<file path="config.mk">
export PLATFORM = sky130hd
export DESIGN_NAME = fifo_wr_arb_ctrl
export DESIGN_NICKNAME = d
export VERILOG_FILES = /design/src/rtl/fifo_cdc_pkg.sv /design/src/rtl/fifo_wr_arb_ctrl_rr_arb2.sv /design/src/rtl/fifo_wr_arb_ctrl.sv
export SDC_FILE = /design/constraint.sdc
export NUM_CORES = 1
export LEC_CHECK = 0
export CAP_MARGIN = 0
export CELL_PAD_IN_SITES_DETAIL_PLACEMENT = 1
export CELL_PAD_IN_SITES_GLOBAL_PLACEMENT = 2
export CORE_AREA = 2 2 55 57
export CTS_BUF_LIST = sky130_fd_sc_hd__clkbuf_8
export DETAILED_ROUTE_END_ITERATION = 10
export DIE_AREA = 0 0 57 59
export GPL_TIMING_DRIVEN = 0
export PLACE_DENSITY_LB_ADDON = 0.1
export REMOVE_ABC_BUFFERS = 1
export SYNTH_ARGS = -nofsm -noshare
export SYNTH_HDL_FRONTEND = slang
export SYNTH_HIERARCHICAL = 1
export SYNTH_SLANG_ARGS = --single-unit
</file>
<file path="constraint.sdc">
create_clock -name i_wr_clk -period 3.76 [get_ports i_wr_clk]
set_input_delay 0.752 -clock i_wr_clk [delete_from_list [all_inputs] [get_ports i_wr_clk]]
set_output_delay 0.752 -clock i_wr_clk [all_outputs]
set_load 0.005 [all_outputs]
</file>
<file path="src/rtl/fifo_cdc_pkg.sv">
// Shared helpers for both sides of the dual-clock FIFO: pointer width and Gray conversions.
// Pure functions, no state; used by the write- and read-side controllers.
package fifo_cdc_pkg;

    function automatic int addr_w(input int depth);
        return $clog2(depth);
    endfunction

    function automatic logic [31:0] bin2gray(input logic [31:0] bin);
        return bin ^ (bin >> 1);
    endfunction

    // Leading zeros above the real pointer width convert to zeros, so callers zero-extend freely.
    function automatic logic [31:0] gray2bin(input logic [31:0] gray);
        logic [31:0] bin;
        bin[31] = gray[31];
        for (int i = 30; i >= 0; i--) begin
            bin[i] = bin[i + 1] ^ gray[i];
        end
        return bin;
    endfunction

endpackage

</file>
<file path="src/rtl/fifo_wr_arb_ctrl_rr_arb2.sv">
// Two-way round-robin arbiter; the requester not granted most recently wins contention.
// Zero latency: grants are combinational from req/en and the last-grantee flop.
// en low blocks all grants; priority only moves when a grant is issued.
module rr_arb2 (
    input  logic       clk,
    input  logic       rst_n,
    input  logic [1:0] req,
    input  logic       en,
    output logic [1:0] gnt
);

    logic last_q;   // 1: requester 1 was granted last

    always_comb begin
        gnt    = 2'b00;
        gnt[0] = en & req[0] & (~req[1] | last_q);
        gnt[1] = en & req[1] & (~req[0] | ~last_q);
    end

    always_ff @(posedge clk or negedge rst_n) begin
        if (!rst_n) begin
            last_q <= 1'b1;
        end else if (|gnt) begin
            last_q <= gnt[1];
        end
    end

endmodule

</file>
<file path="src/rtl/fifo_wr_arb_ctrl.sv">
// Write-side FIFO controller: round-robin write arbitration, write pointers, full/almost-full.
// Zero-cycle request-to-write; flags registered. Optional sticky overflow: FIFO_WR_OVF_STICKY_EN.
// Backpressure: no grant while o_full; requesters hold their request until granted.
module fifo_wr_arb_ctrl
    import fifo_cdc_pkg::*;
#(
    parameter  int MEM_DEPTH    = 8,
    parameter  int MEM_WIDTH    = 4,
    parameter  int AFULL_THRESH = 6,
    localparam int ADDR_W       = addr_w(MEM_DEPTH),
    localparam int PTR_W        = ADDR_W + 1
) (
    input  logic                 i_wr_clk,
    input  logic                 i_rst_n,
    input  logic                 i_req0,
    input  logic [MEM_WIDTH-1:0] i_data0,
    output logic                 o_gnt0,
    input  logic                 i_req1,
    input  logic [MEM_WIDTH-1:0] i_data1,
    output logic                 o_gnt1,
    input  logic [ADDR_W:0]      i_rd_ptr_gray_sync,
    output logic                 o_wr_en,
    output logic [ADDR_W-1:0]    o_wr_addr,
    output logic [MEM_WIDTH-1:0] o_wr_data,
    output logic [ADDR_W:0]      o_wr_ptr_gray,
    output logic                 o_full,
    output logic                 o_almost_full
`ifdef FIFO_WR_OVF_STICKY_EN
   ,output logic                 o_overflow
`endif
);

    logic [1:0]       gnt;
    logic [PTR_W-1:0] wbin;
    logic [PTR_W-1:0] wbin_next;
    logic [PTR_W-1:0] gnext;
    logic [PTR_W-1:0] rptr;
    logic [PTR_W-1:0] rbin;
    logic [PTR_W-1:0] level;
    logic             full_next;

    // Reset also masks grants so nothing reaches the memory while reset is held.
    rr_arb2 u_arb (
        .clk   (i_wr_clk),
        .rst_n (i_rst_n),
        .req   ({i_req1, i_req0}),
        .en    (~o_full & i_rst_n),
        .gnt   (gnt)
    );

    assign o_gnt0    = gnt[0];
    assign o_gnt1    = gnt[1];
    assign o_wr_en   = |gnt;
    assign o_wr_addr = wbin[ADDR_W-1:0];

    always_comb begin
        o_wr_data = '0;
        if (gnt[0]) begin
            o_wr_data = i_data0;
        end else if (gnt[1]) begin
            o_wr_data = i_data1;
        end
    end

    // Flags compare against the pointer value that will be held after this edge.
    assign rptr      = i_rd_ptr_gray_sync;
    assign wbin_next = o_wr_en ? wbin + PTR_W'(1) : wbin;
    assign gnext     = PTR_W'(bin2gray(32'(wbin_next)));
    assign rbin      = PTR_W'(gray2bin(32'(rptr)));
    assign level     = wbin_next - rbin;
    assign full_next = (gnext == {~rptr[ADDR_W:ADDR_W-1], rptr[ADDR_W-2:0]});

    always_ff @(posedge i_wr_clk or negedge i_rst_n) begin
        if (!i_rst_n) begin
            wbin          <= '0;
            o_wr_ptr_gray <= '0;
            o_full        <= 1'b0;
            o_almost_full <= 1'b0;
        end else begin
            wbin          <= wbin_next;
            o_wr_ptr_gray <= gnext;
            o_full        <= full_next;
            o_almost_full <= (level >= PTR_W'(AFULL_THRESH));
        end
    end

`ifdef FIFO_WR_OVF_STICKY_EN
    always_ff @(posedge i_wr_clk or negedge i_rst_n) begin
        if (!i_rst_n) begin
            o_overflow <= 1'b0;
        end else if ((i_req0 | i_req1) & o_full) begin
            o_overflow <= 1'b1;
        end
    end
`endif

endmodule

</file>
# == Yosys cells after proc, flatten, opt, wreduce, memory -nomap -nowiden ==
# Cells that the tools add are included.
# word_totals
ff_bits,11
inputBits,16
out_inout_bits,16
elab_cells,29
# classes
add_sub_neg,2
n_lt_le_gt_ge,1
n_eq_ne,1
n_mux,3
bitwise,16
reduce_logical,1
# op_table
operator,n
two-way mux 4 bit,3
bitwise AND 1 bit,5
"adder 4 x 1 -> 4 bit, second input constant",1
== test 4 bit,1
"greater-or-equal comparator 4 x 3 -> 1 bit, second input constant",1
NOT 1 bit,4
subtractor 4 bit,1
XOR 4 x 3 -> 4 bit,1
XOR 1 bit,3
NOT 2 bit,1
OR 1 bit,2
OR reduction 2 bit,1

# == Longest topological paths before layout ==
# logic_depth
ltp_word,8
mapped_depth,13

# == Cells and area by module ==
# The synthesis kept the hierarchy.
# modules_own_cells
mod,instances,cells_per_inst,area_per_inst_um2
fifo_wr_arb_ctrl,1,58,650.6
rr_arb2,1,8,62.6

# == Worst setup path before layout ==
# Ideal clock, no wire load.
# synth_path
path_type,input -> register
startpoint,input i_rst_n
endpoint,register o_almost_full
setup_ns,0.124
arrival_ns,2.769
required_time_ns,3.636
slack_ns,0.867
stages,11
path_buffers,0
cell_sequence,nor2b_1 -> nand2_1 -> a21oi_1 -> or3b_4 -> and2_1 -> inv_1 -> ha_1 -> a21o_1 -> a21oi_1 -> xnor3_1 -> o21bai_1
# synth_via
elab_chain_len,7
elab_cells_between_ends,9
# synth_rtl
item,line,rtl
"start, declared",fifo_wr_arb_ctrl.sv:14,"input logic i_rst_n,"
bitwise AND 1 bit,fifo_wr_arb_ctrl.sv:47,".en (~o_full & i_rst_n),"
bitwise AND 1 bit (2 in a row),fifo_wr_arb_ctrl_rr_arb2.sv:17,gnt[1] = en & req[1] & (~req[0] | ~last_q);
net o_gnt1,fifo_wr_arb_ctrl.sv:20,"output logic o_gnt1,"
OR reduction 2 bit,fifo_wr_arb_ctrl.sv:53,assign o_wr_en = |gnt;
two-way mux 4 bit,fifo_wr_arb_ctrl.sv:67,assign wbin_next = o_wr_en ? wbin + PTR_W'(1) : wbin;
net wbin_next[1],fifo_wr_arb_ctrl.sv:35,logic [PTR_W-1:0] wbin_next;
subtractor 4 bit,fifo_wr_arb_ctrl.sv:70,assign level = wbin_next - rbin;
greater-or-equal comparator 4 x 3 -> 1 bit,fifo_wr_arb_ctrl.sv:83,o_almost_full <= (level >= PTR_W'(AFULL_THRESH));
"end signal, assigned",fifo_wr_arb_ctrl.sv:83,
"end, declared",fifo_wr_arb_ctrl.sv:27,output logic o_almost_full
# The timed path passes the listed nets, and every way through them passes these cells.
# A chain may end at the register's enable or synchronous reset.

# == Worst setup path after layout ==
# layout_path
startpoint,input i_rst_n
endpoint,output o_wr_data[1]
# layout_via
elab_chain_len,5
elab_cells_between_ends,7
# layout_rtl
item,line,rtl
bitwise AND 1 bit (*),fifo_wr_arb_ctrl.sv:47,
bitwise AND 1 bit (2 in a row),fifo_wr_arb_ctrl_rr_arb2.sv:17,
two-way mux 4 bit,fifo_wr_arb_ctrl.sv:60,end else if (gnt[1]) begin
two-way mux 4 bit (*),fifo_wr_arb_ctrl.sv:58,if (gnt[0]) begin
"end, declared",fifo_wr_arb_ctrl.sv:24,"output logic [MEM_WIDTH-1:0] o_wr_data,"
# Mark *: on every way between the ends. The rest lies on a longest branch, timed or not.

==> out/results.txt <==
Status - completed
Residual DRC - 0
Cells after Synth - 66
Hold-fix buffers at CTS - 0
Leak - 0.483 nW
Tcrit/Tclk final - 0.932
Adder-Cell Fraction of Synth Area - 0.0982
Sequential area share after synthesis - 0.353
DR vias - 621
RSZ-0062 raised after global routing - no
Post-synth top area cell - dfrtp_1
Global route hottest layer - met2
Post CTS Setup Buffer Count - 0
Initial drt markers - 9
First-pass GRT wire length - 3180 um
Die Wd - 57 um
Sequential share of power - 0.255
FF+latch count, synth - 10
Fin nets - 122
Reg2reg start - o_full$_DFF_PN0_
Initial Util - 0.263
Placer Congestion - 0.748
CP Max Fanout - 11
Detailed Route WL - 1780 um
Number of cell rows - 19
Diode count - 0
Die area - 3360 um2
Worst reg2reg path depth - 9
XOR/XNOR share of the synthesized area - 0.177
Gate power share - 0.582
Internal power - 0.000530 W
Startpoint Class - input port
Routed Antenna Nets - 0
Main synth FF type - dfrtp_1
Post-DP HPWL - 1460 um
CTS tree - yes
Fin area - 1120 um2
Synth Area in Compound Gates - 0.216
Mapped cell area - 713 um2
Placed inst area - 1050 um2
IO buf count - 31
Fin. max-slew vios - 0
DR pass1 iterations - 2
Distinct cells, synth - 29
Largest net degree at the start of global routing - 12
Most instantiated cells after synthesis - dfrtp_1 (9), inv_1 (7), xnor2_1 (6)
Main combinational cell family by area after synthesis - compound AO/OA/AOI/OAI gates
GR Util met2 - 0.222
Clock power share - 0.163
Share of cells above drive strength 1 - 0.150
Initial antenna violation count - 0
F_max - 285 MHz
Met3 Usage GRT - 0.0349
Total chip power - 0.000829 W
Top-count cell post-synth - dfrtp_1
Mux cell area share after synthesis - 0
Max_cap viols - 0
H-tree levels - 1
Min-Delay Path Class - in2async
Core Region - 2710 um2
Die H - 59 um
Met1 usage - 0.139
Synth Warn # - 6
VDD IR max - 0.329 mV
Gr ovfl total - 0
Vias in the first global route - 661
Synth top area share - 0.316
Worst endpoint data arrival time - 2.75 ns
Post-Synth Simple-Gate Area - 0.104
Final worst setup slack - 0.257 ns
Wire per inst - 13.6 um
Final Setup Violations - 0
Post-place setup slack - -0.671 ns
Mapped Avg Cell Area - 10.8 um2
I/O pin total - 32
Synth area leaders - dfrtp_1 (32%), xnor2_1 (7.4%), ha_1 (7.0%)
Required time worst endpoint - 3.01 ns
Max-slew headroom - 0.593
PwrDens - 742 nW/um2
Buffer depth of the longest clock path - 2
R2R Setup Slk - 0.98 ns
Area growth, synth to finish - 56.7%
Filler cells - 322
Worst setup EP type - output port
EDFF count, synth - 0
Fin crit period - 3.50 ns
Final TNS setup - 0 ns
Clock Latency Late Sink - 0.23 ns
RR Endpoint - o_almost_full$_DFF_PN0_
Clock transition at the registers of the reported paths - 0.05 ns
CTS buffer count - 3
Final hold violation count - 0
Sw frac - 0.361
Switching pwr - 0.000299 W
Vias per cell - 4.74
Clock root cell - clkbuf_8
WS Path Type - in2out
Clk sinks - 10
Fin Clk Skew - 0.000898 ns
Least-Margin Pin Slew - 0.606 ns
Synth async-reset ratio - 1.00
GRT Resource Usage Total - 0.125
## power groups by stage
stage / Combinational (W) / Sequential [W] / Clock, W
finish: 0.000482 / 0.000212 / 0.000135
global route: 0.000542 / 0.000223 / 0.000146
CTS: 0.000496 / 0.000213 / 0.000140
detailed placement: 0.000491 / 0.000213 / 0
global placement: 0.000483 / 0.000209 / 0
floorplan: 0.000288 / 0.000211 / 0
## critical path, cell delays in order
cell and delay, ns:
clkdlybuf4s15_2 0.34, nor2b_1 0.26, nand2_1 0.13, a21oi_2 0.32
nor2b_2 0.28, a22o_1 0.17, clkdlybuf4s50_1 0.50
## what timing repair did
| item | 4_1_cts | 5_1_grt |
|---|---|---|
| cloned | 0 | 0 |
| resized for setup | 5 | 1 |
| endpoints found under the setup margin | 9 | 4 |
## through the flow
step / hold slack (ns) / utilization / std cells
after floorplan: 0.456 / - / 65
after global placement: 0.487 / 0.388 / 127
after detailed placement: 0.500 / 0.388 / 127
after CTS: 0.491 / 0.411 / 131
after global routing: 0.500 / 0.412 / 131
final: 0.478 / 0.412 / 131
## flip-flops by register name, summed over array words and instances, names as in the netlist
name and flops:
o_wr_ptr_gray 4, o_full 1, u_arb/last_q 1, o_almost_full 1
wbin 3
## cells by family (layout without fill, tap and decap cells)
family	after synthesis	count (layout)
AOI/OAI and AO/OA	19	19
adders and majority gates	5	5
DFF	10	10
buffers and inverters	8	42
and+or+nand+nor	12	12
xor gates and xnor gates	12	12
## per-layer routing
layer / routed length [um] / share of wire / up-vias
met5: 0 / 0 / -
met4: 35 / 0.020 / 0
met3: 119 / 0.067 / 5
met2: 905 / 0.51 / 25
met1: 722 / 0.40 / 295
li1: - / - / 296
## worst max path at each step
stage	startpoint	to
after floorplan	i_rst_n	o_almost_full$_DFF_PN0_
after global placement	i_rst_n	o_almost_full$_DFF_PN0_
after detailed placement	i_rst_n	o_almost_full$_DFF_PN0_
after CTS	i_rst_n	o_wr_data[2]
after global routing	i_rst_n	o_wr_data[1]
final	i_rst_n	o_wr_data[1]
## area by class of cell
type                    instances  area (um2)  area share
flip-flops and latches         10         251       0.225
well taps                      31        38.8      0.0347
inverters                       7        26.3      0.0235
multi-input cells              48         434       0.389
repair buffers                 31         312       0.279
clock buffers                   4        55.1      0.0493
## cell usage in the layout, fill, tap and decap left out, types with 2 or more instances in the layout
| cell | count |
|---|---|
| clkdlybuf4s50_1 | 30 |
| dfrtp_1 | 9 |
| inv_1 | 7 |
| xnor2_1 | 6 |
| xor2_1 | 4 |
| a22o_1 | 4 |
| ha_1 | 4 |
| clkbuf_8 | 4 |
| o21ai_1 | 3 |
| a21oi_2 | 3 |
| and2_1 | 2 |
| and3_1 | 2 |
| a21oi_1 | 2 |
| nand2_1 | 2 |
Power figures use the tool's default switching activity.
